`config.mk`:
```
export PLATFORM = sky130hd
export DESIGN_NAME = axi_lite_reg_writer_flat
export DESIGN_NICKNAME = d
export VERILOG_FILES = /design/src/rtl/axi_lite_reg_writer_if.sv /design/src/rtl/axi_lite_reg_writer.sv /design/src/flat_wrapper.sv
export SDC_FILE = /design/constraint.sdc
export NUM_CORES = 1
export LEC_CHECK = 0
export ABC_AREA = 1
export BUFFER_PORTS_ARGS = -buffer_cell sky130_fd_sc_hd__clkbuf_2
export CAP_MARGIN = 0
export CORE_MARGIN = 2
export CORE_UTILIZATION = 57
export CTS_CLUSTER_SIZE = 24
export DETAILED_ROUTE_END_ITERATION = 10
export GPL_TIMING_DRIVEN = 1
export MAX_ROUTING_LAYER = met4
export PLACE_DENSITY_LB_ADDON = 0.15
export SLEW_MARGIN = 20
export SYNTH_ARGS = -nofsm -noshare
export SYNTH_HDL_FRONTEND = slang
export SYNTH_SLANG_ARGS = --single-unit
export TNS_END_PERCENT = 10
```
`constraint.sdc`:
```
create_clock -name clk -period 16.08 [get_ports clk]
set_clock_uncertainty 0.15 [all_clocks]
set_input_delay 0.804 -clock clk [delete_from_list [all_inputs] [get_ports clk]]
set_output_delay 0.804 -clock clk [all_outputs]
set_load 0.01 [all_outputs]
```
`src/rtl/axi_lite_reg_writer_if.sv`:
```
// AXI4-Lite write-side bundle (AW, W, B channels) between a bus master and the register writer.
interface axi_lite_reg_writer_if #(
  parameter int ADDR_WIDTH = 5,
  parameter int DATA_WIDTH = 32
);
  logic [ADDR_WIDTH-1:0]   awaddr;
  logic                    awvalid;
  logic                    awready;
  logic [DATA_WIDTH-1:0]   wdata;
  logic [DATA_WIDTH/8-1:0] wstrb;
  logic                    wvalid;
  logic                    wready;
  logic [1:0]              bresp;
  logic                    bvalid;
  logic                    bready;

  modport master (
    output awaddr, awvalid, wdata, wstrb, wvalid, bready,
    input  awready, wready, bresp, bvalid
  );

  modport slave (
    input  awaddr, awvalid, wdata, wstrb, wvalid, bready,
    output awready, wready, bresp, bvalid
  );
endinterface

```
`src/rtl/axi_lite_reg_writer.sv`:
```
// AXI4-Lite write terminator holding eight slave registers r0..r7; AW and W may arrive in any
// order, each write commits with byte strobes and returns one OKAY response.
module axi_lite_reg_writer #(
  parameter int C_S_AXI_DATA_WIDTH = 32,
  parameter int C_S_AXI_ADDR_WIDTH = 5,
  parameter int OPT_MEM_ADDR_BITS  = 2
) (
  input  logic                          clk,
  input  logic                          reset,
  axi_lite_reg_writer_if.slave          s_axi,
  output logic [C_S_AXI_DATA_WIDTH-1:0] r0,
  output logic [C_S_AXI_DATA_WIDTH-1:0] r1,
  output logic [C_S_AXI_DATA_WIDTH-1:0] r2,
  output logic [C_S_AXI_DATA_WIDTH-1:0] r3,
  output logic [C_S_AXI_DATA_WIDTH-1:0] r4,
  output logic [C_S_AXI_DATA_WIDTH-1:0] r5,
  output logic [C_S_AXI_DATA_WIDTH-1:0] r6,
  output logic [C_S_AXI_DATA_WIDTH-1:0] r7,
  output logic [7:0]                    reg_wr
);
  // state     | meaning
  // IDLE      | no half of a write held
  // ADDR_ONLY | address accepted, waiting for data
  // DATA_ONLY | data accepted, waiting for address
  // RESP      | write committed, bvalid high until bready
  localparam int DW       = C_S_AXI_DATA_WIDTH;
  localparam int SW       = DW / 8;
  localparam int ADDR_LSB = DW / 32 + 1;
  localparam int IW       = OPT_MEM_ADDR_BITS + 1;
  localparam int NREG     = 8;

  typedef enum logic [1:0] {IDLE, ADDR_ONLY, DATA_ONLY, RESP} state_t;

  state_t          state_q, state_d;
  logic [IW-1:0]   idx_q, idx_d;
  logic [DW-1:0]   data_q, data_d;
  logic [SW-1:0]   strb_q, strb_d;
  logic [DW-1:0]   regs_q [NREG];
  logic [DW-1:0]   regs_d [NREG];
  logic [7:0]      reg_wr_q, reg_wr_d;

  logic aw_held, w_held, bvalid;
  logic aw_hs, w_hs, commit;
  logic [C_S_AXI_ADDR_WIDTH-1:0] awaddr_live;
  logic unused_addr_bits;

  assign awaddr_live      = s_axi.awaddr;
  assign unused_addr_bits = ^awaddr_live[ADDR_LSB-1:0];

  // State register
  always_ff @(posedge clk or posedge reset) begin
    if (reset) state_q <= IDLE;
    else       state_q <= state_d;
  end

  // Next-state logic
  always_comb begin
    state_d = state_q;
    aw_hs   = s_axi.awvalid & s_axi.awready;
    w_hs    = s_axi.wvalid & s_axi.wready;
    unique case (state_q)
      IDLE: begin
        if (aw_hs && w_hs) state_d = RESP;
        else if (aw_hs)    state_d = ADDR_ONLY;
        else if (w_hs)     state_d = DATA_ONLY;
      end
      ADDR_ONLY: if (w_hs)         state_d = RESP;
      DATA_ONLY: if (aw_hs)        state_d = RESP;
      RESP:      if (s_axi.bready) state_d = IDLE;
      default:                     state_d = IDLE;
    endcase
    commit = (state_d == RESP) && (state_q != RESP);
  end

  // Outputs; readies drop during reset so nothing is accepted while it is asserted
  always_comb begin
    aw_held       = (state_q == ADDR_ONLY);
    w_held        = (state_q == DATA_ONLY);
    bvalid        = (state_q == RESP);
    s_axi.bvalid  = bvalid;
    s_axi.bresp   = 2'b00;
    s_axi.awready = ~reset & ~aw_held & ~bvalid;
    s_axi.wready  = ~reset & ~w_held & ~bvalid;
  end

  // The half completing this cycle comes from the live channel, the other from its holding reg
  always_comb begin
    idx_d    = aw_hs ? awaddr_live[ADDR_LSB +: IW] : idx_q;
    data_d   = w_hs ? s_axi.wdata : data_q;
    strb_d   = w_hs ? s_axi.wstrb : strb_q;
    regs_d   = regs_q;
    reg_wr_d = '0;
    if (commit) begin
      reg_wr_d[idx_d] = 1'b1;
      for (int i = 0; i < SW; i++) begin
        if (strb_d[i]) regs_d[idx_d][8*i +: 8] = data_d[8*i +: 8];
      end
    end
  end

  always_ff @(posedge clk or posedge reset) begin
    if (reset) begin
      idx_q    <= '0;
      data_q   <= '0;
      strb_q   <= '0;
      reg_wr_q <= '0;
      for (int i = 0; i < NREG; i++) regs_q[i] <= '0;
    end else begin
      idx_q    <= idx_d;
      data_q   <= data_d;
      strb_q   <= strb_d;
      reg_wr_q <= reg_wr_d;
      for (int i = 0; i < NREG; i++) regs_q[i] <= regs_d[i];
    end
  end

  assign reg_wr = reg_wr_q;
  assign r0     = regs_q[0];
  assign r1     = regs_q[1];
  assign r2     = regs_q[2];
  assign r3     = regs_q[3];
  assign r4     = regs_q[4];
  assign r5     = regs_q[5];
  assign r6     = regs_q[6];
  assign r7     = regs_q[7];
endmodule

```
`src/flat_wrapper.sv`:
```
// flat-port wrapper written by rule: the top's interface ports become plain ports
module axi_lite_reg_writer_flat 
#(
  parameter int C_S_AXI_DATA_WIDTH = 32,
  parameter int C_S_AXI_ADDR_WIDTH = 5,
  parameter int OPT_MEM_ADDR_BITS  = 2
)
  (clk, reset, r0, r1, r2, r3, r4, r5, r6, r7, reg_wr, s_axi_awaddr, s_axi_awvalid, s_axi_wdata, s_axi_wstrb, s_axi_wvalid, s_axi_bready, s_axi_awready, s_axi_wready, s_axi_bresp, s_axi_bvalid);
  axi_lite_reg_writer_if #(.ADDR_WIDTH(5), .DATA_WIDTH(32)) s_axi_i ();
  input  logic clk;
  input  logic reset;
  output logic [C_S_AXI_DATA_WIDTH-1:0] r0;
  output logic [C_S_AXI_DATA_WIDTH-1:0] r1;
  output logic [C_S_AXI_DATA_WIDTH-1:0] r2;
  output logic [C_S_AXI_DATA_WIDTH-1:0] r3;
  output logic [C_S_AXI_DATA_WIDTH-1:0] r4;
  output logic [C_S_AXI_DATA_WIDTH-1:0] r5;
  output logic [C_S_AXI_DATA_WIDTH-1:0] r6;
  output logic [C_S_AXI_DATA_WIDTH-1:0] r7;
  output logic [7:0] reg_wr;
  input wire logic [$bits(s_axi_i.awaddr)-1:0] s_axi_awaddr;
  input wire logic [$bits(s_axi_i.awvalid)-1:0] s_axi_awvalid;
  input wire logic [$bits(s_axi_i.wdata)-1:0] s_axi_wdata;
  input wire logic [$bits(s_axi_i.wstrb)-1:0] s_axi_wstrb;
  input wire logic [$bits(s_axi_i.wvalid)-1:0] s_axi_wvalid;
  input wire logic [$bits(s_axi_i.bready)-1:0] s_axi_bready;
  output wire logic [$bits(s_axi_i.awready)-1:0] s_axi_awready;
  output wire logic [$bits(s_axi_i.wready)-1:0] s_axi_wready;
  output wire logic [$bits(s_axi_i.bresp)-1:0] s_axi_bresp;
  output wire logic [$bits(s_axi_i.bvalid)-1:0] s_axi_bvalid;
  assign s_axi_i.awaddr = s_axi_awaddr;
  assign s_axi_i.awvalid = s_axi_awvalid;
  assign s_axi_i.wdata = s_axi_wdata;
  assign s_axi_i.wstrb = s_axi_wstrb;
  assign s_axi_i.wvalid = s_axi_wvalid;
  assign s_axi_i.bready = s_axi_bready;
  assign s_axi_awready = s_axi_i.awready;
  assign s_axi_wready = s_axi_i.wready;
  assign s_axi_bresp = s_axi_i.bresp;
  assign s_axi_bvalid = s_axi_i.bvalid;
  axi_lite_reg_writer #(.C_S_AXI_DATA_WIDTH(C_S_AXI_DATA_WIDTH), .C_S_AXI_ADDR_WIDTH(C_S_AXI_ADDR_WIDTH), .OPT_MEM_ADDR_BITS(OPT_MEM_ADDR_BITS)) u_core (.clk(clk), .reset(reset), .s_axi(s_axi_i), .r0(r0), .r1(r1), .r2(r2), .r3(r3), .r4(r4), .r5(r5), .r6(r6), .r7(r7), .reg_wr(reg_wr));
endmodule
```
* After elaboration in Yosys (flattened, before gate mapping)
Cells that the tools add are included.
** Word-level totals
- Bits in registers :: 305
- Input port bits :: 46
- Output and inout bits :: 269
** Cells by class
- Magnitude comparators :: 4
- Equal/unequal tests :: 5
- Muxes and demuxes :: 32
- Bitwise logic cells :: 11
- Reduce and logical (&&, ||, !) cells :: 5
** Operator list (number)
- 2-to-1 mux 256 bit :: 7
- bitwise mux 256 bit :: 4
- demux 32 bit (select 3 bit) :: 4
- 2-to-1 mux 32 bit :: 2
- 2-to-1 mux 24 bit :: 1
- 2-to-1 mux 16 bit :: 1
- 2-to-1 mux 8 bit :: 2
- 2-to-1 mux 2 bit :: 6
- one-hot mux 2 bit (4 select lines) :: 1
- bitwise AND 1 bit :: 6
- equality test 2 bit, second input constant :: 3
- greater-or-equal comparator 4 bit, second input constant :: 1
- logical AND 1 bit :: 4
- less-than comparator 3 x 4 -> 1 bit, second input constant :: 1
- less-than comparator 4 x 1 -> 1 bit, second input constant :: 1
- 2-to-1 mux 4 bit :: 1
- inverter 1 bit :: 4
- inverter 3 -> 4 bit :: 1
- demux 1 bit (select 3 bit) :: 1
- greater-or-equal comparator 3 x 1 -> 1 bit, second input constant :: 1
- 2-to-1 mux 3 bit :: 1
- equality test 2 x 1 -> 1 bit, second input constant :: 1
- zero test 2 bit :: 1
- != test 2 bit, second input constant :: 1
- 2-to-1 mux 1 bit :: 1

* Depth between registers and ports, before layout
Gate-level depths: netlist of the first run.
- Depth in word-level cells :: 22
- Depth in mapped cells :: 13
- Depth with buffers taken out :: 11

* Least setup slack after synthesis of the first run
No wires, ideal clock.
- Kind :: input -> register
- Start :: in reset
- End :: reg u_core.regs_q, in the netlist u_core.r1[0]
- Setup time :: 0.117 ns
- Arrival time :: 9.603 ns
- Path slack :: 6.210 ns
- Stages :: 11
- Path buffers :: 1
- Cell sequence :: inv_1 -> nand4_1 -> nand2_1 -> nand2_1 -> inv_1 -> nand2_1 -> buf_4 -> nor2_4 -> nand2_1 -> nand2_1 -> nand2_1
** On the way
- Word-level cells in the longest chain between the ends :: 21
- Elaborated cells on any way between the ends :: 39
** RTL lines
- start, declared :: RTL line flat_wrapper.sv:11 : input logic reset;
- inverter 1 bit * :: RTL line axi_lite_reg_writer.sv:82, axi_lite_reg_writer.sv:83
- bitwise AND 1 bit (2 in a row) :: RTL line axi_lite_reg_writer.sv:82 : s_axi.awready = ~reset & ~aw_held & ~bvalid;
- bitwise AND 1 bit :: RTL line axi_lite_reg_writer.sv:59 : aw_hs = s_axi.awvalid & s_axi.awready;
- 2-to-1 mux 3 bit :: RTL line axi_lite_reg_writer.sv:88 : idx_d = aw_hs ? awaddr_live[ADDR_LSB +: IW] : idx_q;
- inverter 3 -> 4 bit (not written as such) :: RTL line axi_lite_reg_writer.sv:96 : if (strb_d[i]) regs_d[idx_d][8*i +: 8] = data_d[8*i +: 8];
- greater-or-equal comparator 4 bit (not written as such) / less-than comparator 4 x 1 -> 1 bit (equally long branches) :: RTL line axi_lite_reg_writer.sv:96
- logical AND 1 bit (not written as such) :: RTL line axi_lite_reg_writer.sv:96
- 2-to-1 mux 8 bit (not written as such) :: RTL line axi_lite_reg_writer.sv:96
- [4 not listed]
- bitwise mux 256 bit :: RTL line axi_lite_reg_writer.sv:96
- 2-to-1 mux 256 bit :: RTL line axi_lite_reg_writer.sv:96
- 2-to-1 mux 256 bit :: RTL line axi_lite_reg_writer.sv:93 : if (commit) begin
- bitwise mux 256 bit :: RTL line axi_lite_reg_writer.sv:96
- 2-to-1 mux 256 bit :: RTL line axi_lite_reg_writer.sv:96
- 2-to-1 mux 256 bit :: RTL line axi_lite_reg_writer.sv:93
- bitwise mux 256 bit :: RTL line axi_lite_reg_writer.sv:96
- 2-to-1 mux 256 bit :: RTL line axi_lite_reg_writer.sv:96
- end, declared :: RTL line axi_lite_reg_writer.sv:38 : logic [DW-1:0] regs_q [NREG];
Mark *: on every way between the ends. The rest lies on a longest branch, timed or not. The select of a mux whose other input is x is not followed.
A chain may end at the register's enable or synchronous reset.

* Worst setup path after layout of the first run
- Start :: in reset
- End :: reg u_core.regs_q, in the netlist u_core.r4[13]
** On the way
- Elaborated cells on any way between the ends :: 39
** RTL lines
- inverter 1 bit * :: RTL line axi_lite_reg_writer.sv:82, axi_lite_reg_writer.sv:83
- bitwise AND 1 bit (2 in a row) :: RTL line axi_lite_reg_writer.sv:83 : s_axi.wready = ~reset & ~w_held & ~bvalid;
- bitwise AND 1 bit :: RTL line axi_lite_reg_writer.sv:60 : w_hs = s_axi.wvalid & s_axi.wready;
- 2-to-1 mux 2 bit :: RTL line axi_lite_reg_writer.sv:65 : else if (w_hs) state_d = DATA_ONLY;
- 2-to-1 mux 2 bit :: RTL line axi_lite_reg_writer.sv:64 : else if (aw_hs) state_d = ADDR_ONLY;
- 2-to-1 mux 2 bit :: RTL line axi_lite_reg_writer.sv:63 : if (aw_hs && w_hs) state_d = RESP;
- one-hot mux 2 bit (4 select lines) * :: RTL line axi_lite_reg_writer.sv:61 : unique case (state_q)
- via u_core.state_d[1] :: RTL line axi_lite_reg_writer.sv:34 : state_t state_q, state_d;
- equality test 2 bit * :: RTL line axi_lite_reg_writer.sv:72 : commit = (state_d == RESP) && (state_q != RESP);
- logical AND 1 bit * :: RTL line axi_lite_reg_writer.sv:72
Mark *: on every way through the listed nets, which the timed path passes. The rest lies on a longest branch. The select of a mux whose other input is x is not followed.

==> results of run 1 <==
routing by layer:
layer / part of all wire / vias up
met5: 0 / -
met4: 0.031 / 0
met3: 0.084 / 71
met2: 0.48 / 436
met1: 0.41 / 4856
li1: - / 4695
logic make-up (layout without fill, tap and decap cells):
family | after synthesis | count (layout)
other | 1 | 2
multiplexers | 24 | 24
flip-flops | 305 | 305
AND/OR/NAND/NOR | 928 | 928
AO/OA/AOI/OAI | 2 | 2
buffers and inverters | 33 | 387
final timing paths:
check,startpoint,end,slack (ns),cells after the start
worst min register to register,u_core.r3[22],u_core.r3[22],0.32,2
worst min-delay path,reset,u_core.r6[7],0.24,2
worst max register to register,u_core.state_q[1],u_core.r4[13],12.19,10
worst max-delay path,reset,u_core.r4[13],11.60,11
max in group asynchronous,reset,u_core.data_q[14],13.38,4
min in group clk,u_core.r3[22],u_core.r3[22],0.32,2
layout by cell type, fill, tap and decap left out, types with 4 or more instances in the layout:
master,instances
clkinv_2,10
nor2_2,18
mux2_2,24
inv_1,14
nand2_1,771
clkbuf_2,310
nor2_1,11
dfrtp_1,305
buf_4,4
clkbuf_1,4
nand3_2,8
nand2_2,7
nor2_4,20
clkbuf_8,9
clkbuf_16,31
nand3_1,90
cell usage after synthesis (all sizes together):
| cell | n | area, um^2 |
|---|---|---|
| clkbuf | 2 | 7.51 |
| buf | 15 | 93.8 |
| nand3 | 98 | 531 |
| inv | 16 | 60.1 |
| dfrtp | 305 | 7630 |
| nand4 | 1 | 6.26 |
| nand2 | 780 | 2970 |
| a21oi | 2 | 10.0 |
| conb | 1 | 3.75 |
| mux2 | 24 | 270 |
| nor2 | 49 | 379 |
worst max-delay path, cell delays in order:
cell and delay [ns]:
clkbuf_2 0.12, inv_8 0.51, nand2_2 0.20, nor2_4 0.38, nand2_2 0.68, a21oi_1 0.43
nand2_1 0.47, nor2_2 0.49, nand2_1 0.31, nand2_1 0.14, nand2_1 0.07
final cells by class:
cell class / count / area [um^2]
clock inverter: 13 / 81.3
sequential: 305 / 7630
tap: 275 / 344
timing repair buffer: 314 / 1580
fill: 1611 / 6020
clock buffer: 44 / 915
inverter: 16 / 67.6
multi-input combinational: 956 / 4180
report_power, final:
part | switching [mW] | internal, mW | leakage, nW
logic | 0.781 | 0.342 | 4.00
clock network | 0.298 | 0.395 | 0.498
registers | 0.170 | 1.08 | 4.07
metrics by stage:
step	area, um^2	hold WS (ns)	power [mW]	instances	setup slack, ns
after floorplan	12000	0.326	1.85	1294	6.21
after global placement	13800	0.303	2.33	1866	11.22
after detailed placement	13800	0.307	2.37	1866	11.09
after CTS	14800	0.302	3.07	1923	11.67
after global routing	14800	0.330	3.23	1923	11.28
final	14800	0.244	3.06	1923	11.60
==> metrics.yaml, run 1 <==
status: "complete, no violations"
drc: 0
start_util: 0.575
dieArea_um2: 22200
synth-xor-area-share: 0
fin_crit_ns: 4.48
tns_ns: 0
endpoint_kind: "flip-flop"
dpl.hpwl_mm: 23.3
drv_cap: 0
rsz0062_at_grt: "false"
yosys_register_bits: 305
tightest_slew_ns: 1.01
crit_arrival_ns: 4.76
powerDensity_nw_per_um2: 207
clockRootBuffer: "clkbuf_16"
synth.area.mux_share: 0.0226
avgSynthCellArea_um2: 9.25
design.final.nets: 1670
clk_pin_slew_ns: 0.06
io_buffers: 310
worstHoldPathType: "input port to async pin"
synth_simple_gate_area_share: 0.325
grt_pass1_wl_mm: 53.0
wl_per_cell_um: 18.0
met1_usage: 0.441
core_region_area_um2: 20800
grt-ovfl-total: 0
fmax_mhz: 223
drt_first_pass_iters: 5
antenna_cells: 0
slew_headroom: 0.327
synthAdderAreaFrac: 0
path_max_fanout: 116
synth_top_family_by_area: "simple AND/OR/NAND/NOR gates"
htree_levels: 1
vdd_drop_max_uv: 123
yosysUniqueCellTypes: 19
cts_buffer_depth: 3
drt_iter0_markers: 733
grt_use_met2: 0.497
synthToLayoutAreaGrowth_pct: 23.7
ys_seq_area_frac: 0.638
postCtsSetupBuffers: 0
grt_use_total: 0.319
cts.sinks: 305
wirelength_mm: 34.6
vias: 10100
leakagePower_nw: 8.57
worst_ep_required_time_ns: 16.36
die_x_um: 149
drv_slew: 0
period_share: 0.279
ys_warn_count: 0
cts_inserted_buffers: 31
worstSetupPathType: "input port to flip-flop"
drive_gt1_frac: 0.272
die_y_um: 149
num_io_pins: 315
tritoncts: "yes"
clk_latency_ns: 0.54
globalplace.congestion: 0.855
netlist_area_um2: 12000
synth_compound_area_frac: 0.000836
busiest_layer: "met2"
finalHoldViolations: 0
cts_resized: 0
rows: 53
finalSetupViolations: 0
drtAntennaViolNets: 0
use_met3: 0.0520
first_global_vias: 9598
grt_max_degree: 117
final_util: 0.711
hold_buffers: 0
synthesis.instances: 1293
antenna_found_initial: 0
cp-start-kind: "input port"
viasPerCell: 5.23
No activity file was read; power rests on OpenSTA's default activity.
==> run 2: changes to the inputs <==
CORE_UTILIZATION = 53   (was 57)
clock period = 4.19 ns   (was 16.08 ns; I/O delays follow)
==> run 2 against run 1 <==
  * Hold slack got worse by 0.19 ns
  * Sequential share of layout area decreased by 2.1 points
  * Via count is 1.5% higher
  * First-iteration DRC count decreased by 12%
  * Clock power grew to 4.1 times the previous value
  * Critical path depth fell by 1
==> metrics.yaml, run 2 (synthesized netlist as in run 1, its figures left out) <==
status: "complete, no violations"
cts_inserted_buffers: 30  # -3.2%
vias: 10200  # +1.5%
synthToLayoutAreaGrowth_pct: 28.9
grt_use_total: 0.308  # -0.0112
core_region_area_um2: 22000  # +5.8%
worst_ep_required_time_ns: 4.48  # -11.88 ns
rows: 54  # +1.9%
final_util: 0.700  # -0.0106
tightest_slew_ns: 1.11  # +0.101 ns
nFillCells: 1773  # +10%
cp-start-kind: "flip-flop"
layout_commonest_cell: "nand2_1"
finish.instance_area_um2: 15400  # +4.2%
dpl.hpwl_mm: 23.7  # +1.5%
layout_common_cells: "765 x nand2_1, 310 x clkbuf_2, 305 x dfrtp_1"
powerDensity_nw_per_um2: 784  # +280%
rr_startpoint: "u_core.state_q[1]"
antenna_cells: 0  # unchanged
r2r_cells: 10  # unchanged
drtAntennaViolNets: 0  # unchanged
start_util: 0.543  # -0.0314
place_ws_ns: 0.788  # -10.30 ns
antenna_found_initial: 0  # unchanged
postCtsSetupBuffers: 0  # unchanged
drc: 0  # unchanged
clk_latency_ns: 0.55  # about the same
vdd_drop_max_uv: 455  # +270%
globalplace.congestion: 0.821  # -3.9%
endpoint_kind: "flip-flop"
dieArea_um2: 23800  # +7.3%
num_io_pins: 315  # unchanged
design.final.nets: 1708  # +2.3%
rsz0062_at_grt: "false"
p_total_mw: 12.1  # +300%
drv_slew: 0  # unchanged
path_max_fanout: 14  # -88%
die_x_um: 154  # +3.6%
drt_iter0_markers: 642  # -12%
path_cells: "nand2_2, nand2_2, nor2_4, nand2_2, a21oi_1, nand2_1, nor2_2, nand2_1, nand2_1, nand2_1"
r2r_setup_slack_ns: 0.71  # -11.48 ns
holdPathStages: 3
worst_path_max_delay_cell: "nor2_2"
crit_top_cell: "nand2_1"
finalSetupViolations: 0  # unchanged
fin_crit_ns: 3.48
drv_cap: 0  # unchanged
final.setup.worst_slack_ns: 0.712  # -10.89 ns
grt-ovfl-total: 0  # unchanged
leakagePower_nw: 8.76  # +2.2%
worstSetupPathType: "flip-flop to flip-flop"
tns_ns: 0  # unchanged
final_cells: 1966  # +2.2%
slew_headroom: 0.260  # -0.0666
placed_cells: 1875  # +0.48%
wirelength_mm: 35.4  # +2.5%
grt_pass1_wl_mm: 55.5  # +4.6%
crit_arrival_ns: 3.77  # -0.99 ns
tritoncts: "yes"
hold_path.startpoint: "s_axi_wvalid"
wl_per_cell_um: 18.0  # +0.22%
worstHoldPathType: "input port to flip-flop"
hold-path-endpoint: "u_core.state_q[1]"
grt_max_degree: 93  # -21%
cts_buffer_depth: 3  # unchanged
clk_pin_slew_ns: 0.07  # about the same
cts.sinks: 305  # unchanged
clockRootBuffer: "clkbuf_16"
timing.rr.end: "u_core.r3[15]"
die_y_um: 154  # +3.6%
viasPerCell: 5.19  # -0.74%
period_share: 0.830
finalHoldViolations: 0  # unchanged
max_stage_delay_ns: 0.69  # about the same
htree_levels: 1  # unchanged
multi_input_area_um2: 4340  # +3.7%
drive_gt1_frac: 0.280  # +0.00811
holdWs_ns: 0.0570  # -0.187 ns
io_buffers: 310  # unchanged
register_area_um2: 7630  # unchanged
first_global_vias: 9883  # +3.0%
place_area_um2: 14000  # +1.4%
fmax_mhz: 287
drt_first_pass_iters: 5  # unchanged
==> run 2: changes by cell type in the layout (fill, tap and decap cells not counted), sizes merged <==
cell | previous run | this run
clkinv | 11 | 8
clkinvlp | 2 | 3
buf | 4 | 8
dlygate4sd3 | 0 | 35
bufinv | 0 | 3
inv | 16 | 15
clkbuf | 354 | 353
==> run 2: layer usage <==
| metal | vias up | GRT usage | part of all wire |
|---|---|---|---|
| li1 | 4793 | - | - |
| met1 | 4892 | 0.417 | 0.42 |
| met2 | 425 | 0.479 | 0.47 |
| met3 | 97 | 0.0558 | 0.074 |
| met4 | 0 | 0.0996 | 0.035 |
| met5 | - | - | 0 |
==> run 2: critical path, delay by kind of cell (launching register included) <==
kind            cells  cell delay [ns]
simple gates        9             2.61
compound gates      1             0.20
flops               1             0.41
==> run 2: how the worst max path moves through the flow <==
stage	start	end	depth (start not counted)
final	u_core.state_q[1]	u_core.r3[15]	10
after global routing	u_core.state_q[1]	u_core.r0[14]	10
after CTS	u_core.state_q[1]	u_core.r0[14]	10
after detailed placement	u_core.state_q[1]	u_core.r0[14]	10
after global placement	u_core.state_q[1]	u_core.r3[13]	10
after floorplan	reset	u_core.r0[10]	9
==> run 2: layout make-up <==
class,instances,share of cell area
clock buffer,43,0.0591
timing repair buffer,353,0.128
tap,280,0.0227
multi-input combinational,956,0.281
inverter,16,0.00414
clock inverter,13,0.00990
sequential,305,0.495
==> run 2: where the power goes <==
part           internal, mW  leakage [nW]  total, mW  switching, mW
sequential             4.13          4.07       4.79          0.662
combinational          1.37          4.17       4.47           3.11
clock                  1.69         0.525       2.84           1.14
total                  7.19          8.76       12.1           4.91
==> run 2: what timing repair did <==
item,in CTS,in global routing
resized for setup,0,0
hold endpoints to repair,158,0
hold buffers,35,0
==> run 3: changes to the inputs <==
CORE_UTILIZATION = 48   (was 53)
clock period = 3 ns   (was 4.19 ns; I/O delays follow)
==> run 3 against run 2 <==
  * Non-clock buffer count increased by 2
  * Clock power increased by 45%
  * Critical endpoint is now u_core.r0[5]
  * First-iteration DRC count increased by 14%
  * Cell area increased by 1.1%
==> metrics.yaml, run 3 (synthesized netlist as in run 1, its figures left out) <==
crit_arrival_ns: 2.97  # -0.80 ns
dpl.hpwl_mm: 23.4  # -1.1%
die_x_um: 162  # +4.9%
tritoncts: "yes"
rr_startpoint: "u_core.state_q[1]"
p_total_mw: 17.1  # +42%
cts_inserted_buffers: 34  # +13%
start_util: 0.491  # -0.0527
vias: 10100  # -0.73%
finalSetupViolations: 0  # unchanged
layout_commonest_cell: "nand2_1"
period_share: 0.912  # +0.0823
place_area_um2: 14100  # +0.74%
drtAntennaViolNets: 0  # unchanged
worst_ep_required_time_ns: 3.23  # -1.25 ns
rsz0062_at_grt: "false"
cts_buffer_depth: 3  # unchanged
worstSetupPathType: "flip-flop to flip-flop"
drc: 0  # unchanged
core_region_area_um2: 24400  # +11%
drv_slew: 0  # unchanged
critPathLaunch: "u_core.state_q[1]"
grt_pass1_wl_mm: 55.4  # about the same
endpoint_kind: "flip-flop"
num_io_pins: 315  # unchanged
clk_latency_ns: 0.51  # -0.04 ns
status: "complete, no violations"
cts.sinks: 305  # unchanged
grt_max_degree: 185  # +99%
wl_per_cell_um: 17.8  # -1.4%
synthToLayoutAreaGrowth_pct: 30.3
design.final.nets: 1714  # +0.35%
vdd_drop_max_uv: 614  # +35%
place_ws_ns: 0.167  # -0.621 ns
globalplace.congestion: 0.845  # +2.9%
slew_headroom: 0.306  # +0.0460
tightest_slew_ns: 1.04  # -0.0663 ns
worstHoldPathType: "input port to flip-flop"
nFillCells: 2096  # +18%
powerDensity_nw_per_um2: 1100  # +40%
dieArea_um2: 26200  # +10%
drt_iter0_markers: 734  # +14%
htree_levels: 2  # +1
drive_gt1_frac: 0.279  # -0.000993
antenna_found_initial: 1  # +1
die_y_um: 162  # +4.9%
placed_cells: 1921  # +2.5%
final_cells: 2017  # +2.6%
hold_path.startpoint: "s_axi_awvalid"
clk_pin_slew_ns: 0.06  # about the same
finalHoldViolations: 0  # unchanged
wirelength_mm: 35.8  # +1.1%
fin_crit_ns: 2.74  # -0.741 ns
cp-start-kind: "flip-flop"
finish.instance_area_um2: 15600  # +1.1%
viasPerCell: 5.02  # -3.2%
final.setup.worst_slack_ns: 0.263  # -0.449 ns
grt-ovfl-total: 0  # unchanged
clockRootBuffer: "clkbuf_16"
drv_cap: 0  # unchanged
postCtsSetupBuffers: 0  # unchanged
rows: 57  # +5.6%
io_buffers: 310  # unchanged
leakagePower_nw: 8.82  # +0.64%
layout_common_cells: "765 x nand2_1, 310 x clkbuf_2, 305 x dfrtp_1"
fmax_mhz: 365  # +27%
grt_use_total: 0.283  # -0.0249
first_global_vias: 9697  # -1.9%
path_max_fanout: 9  # -5
drt_first_pass_iters: 5  # unchanged
-- run 3: worst max-delay path: stages, from the launching register on --
cell	delay, ns
dfrtp_1	0.41
nand2_2	0.14
nand4_1	0.32
nand2_1	0.17
nand2_2	0.17
nor2_1	0.65
nand2_1	0.37
nand2_1	0.15
nand2_1	0.07
-- run 3: final timing paths --
path                                endpoint  slack (ns)  cells past startpoint
min in group asynchronous  u_core.state_q[1]        0.33                      4
min reg2reg                     u_core.r1[2]        0.32                      2
max                             u_core.r0[5]        0.26                      8
min                          u_core.idx_q[0]        0.01                      3
max in group asynchronous       u_core.r0[3]        0.57                      5
max reg2reg                     u_core.r0[5]        0.26                      8
-- run 3: routing by layer --
layer,track usage,vias to the layer above,wire length (um)
met5,-,-,0
met4,0.0752,0,780
met3,0.0557,59,2550
met2,0.431,361,16900
met1,0.394,4909,15600
li1,-,4803,-
-- run 3: where the power goes --
part | internal [mW] | total, mW | leakage (nW) | switching (mW)
clock network | 2.49 | 4.13 | 0.550 | 1.64
registers | 5.77 | 6.69 | 4.07 | 0.921
logic | 1.99 | 6.32 | 4.20 | 4.33
-- run 3: metrics by stage --
| step | hold slack (ns) | util | TNS [ns] |
|---|---|---|---|
| after floorplan | 0.179 | - | -1546.87 |
| after global placement | 0.304 | 0.578 | 0 |
| after detailed placement | 0.307 | 0.578 | 0 |
| after CTS | 0.00590 | 0.639 | 0 |
| after global routing | 0.0571 | 0.639 | 0 |
| final | 0.0117 | 0.639 | 0 |
-- run 3: timing repair --
item / CTS / global route
setup endpoints to repair: 0 / 64
endpoints found under the hold margin: 258 / 0
gates resized for setup: 0 / 1
hold buffers: 35 / 0
-- run 3: area by class of cell --
type | count | area, um^2 | area share
Sequential cell | 305 | 7630 | 0.490
Multi-Input combinational cell | 956 | 4340 | 0.278
Timing Repair Buffer | 355 | 2030 | 0.130
Clock buffer | 56 | 1100 | 0.0704
Tap cell | 324 | 405 | 0.0260
Inverter | 16 | 63.8 | 0.00409
Clock inverter | 4 | 22.5 | 0.00144
Antenna cell | 1 | 2.50 | 0.000161
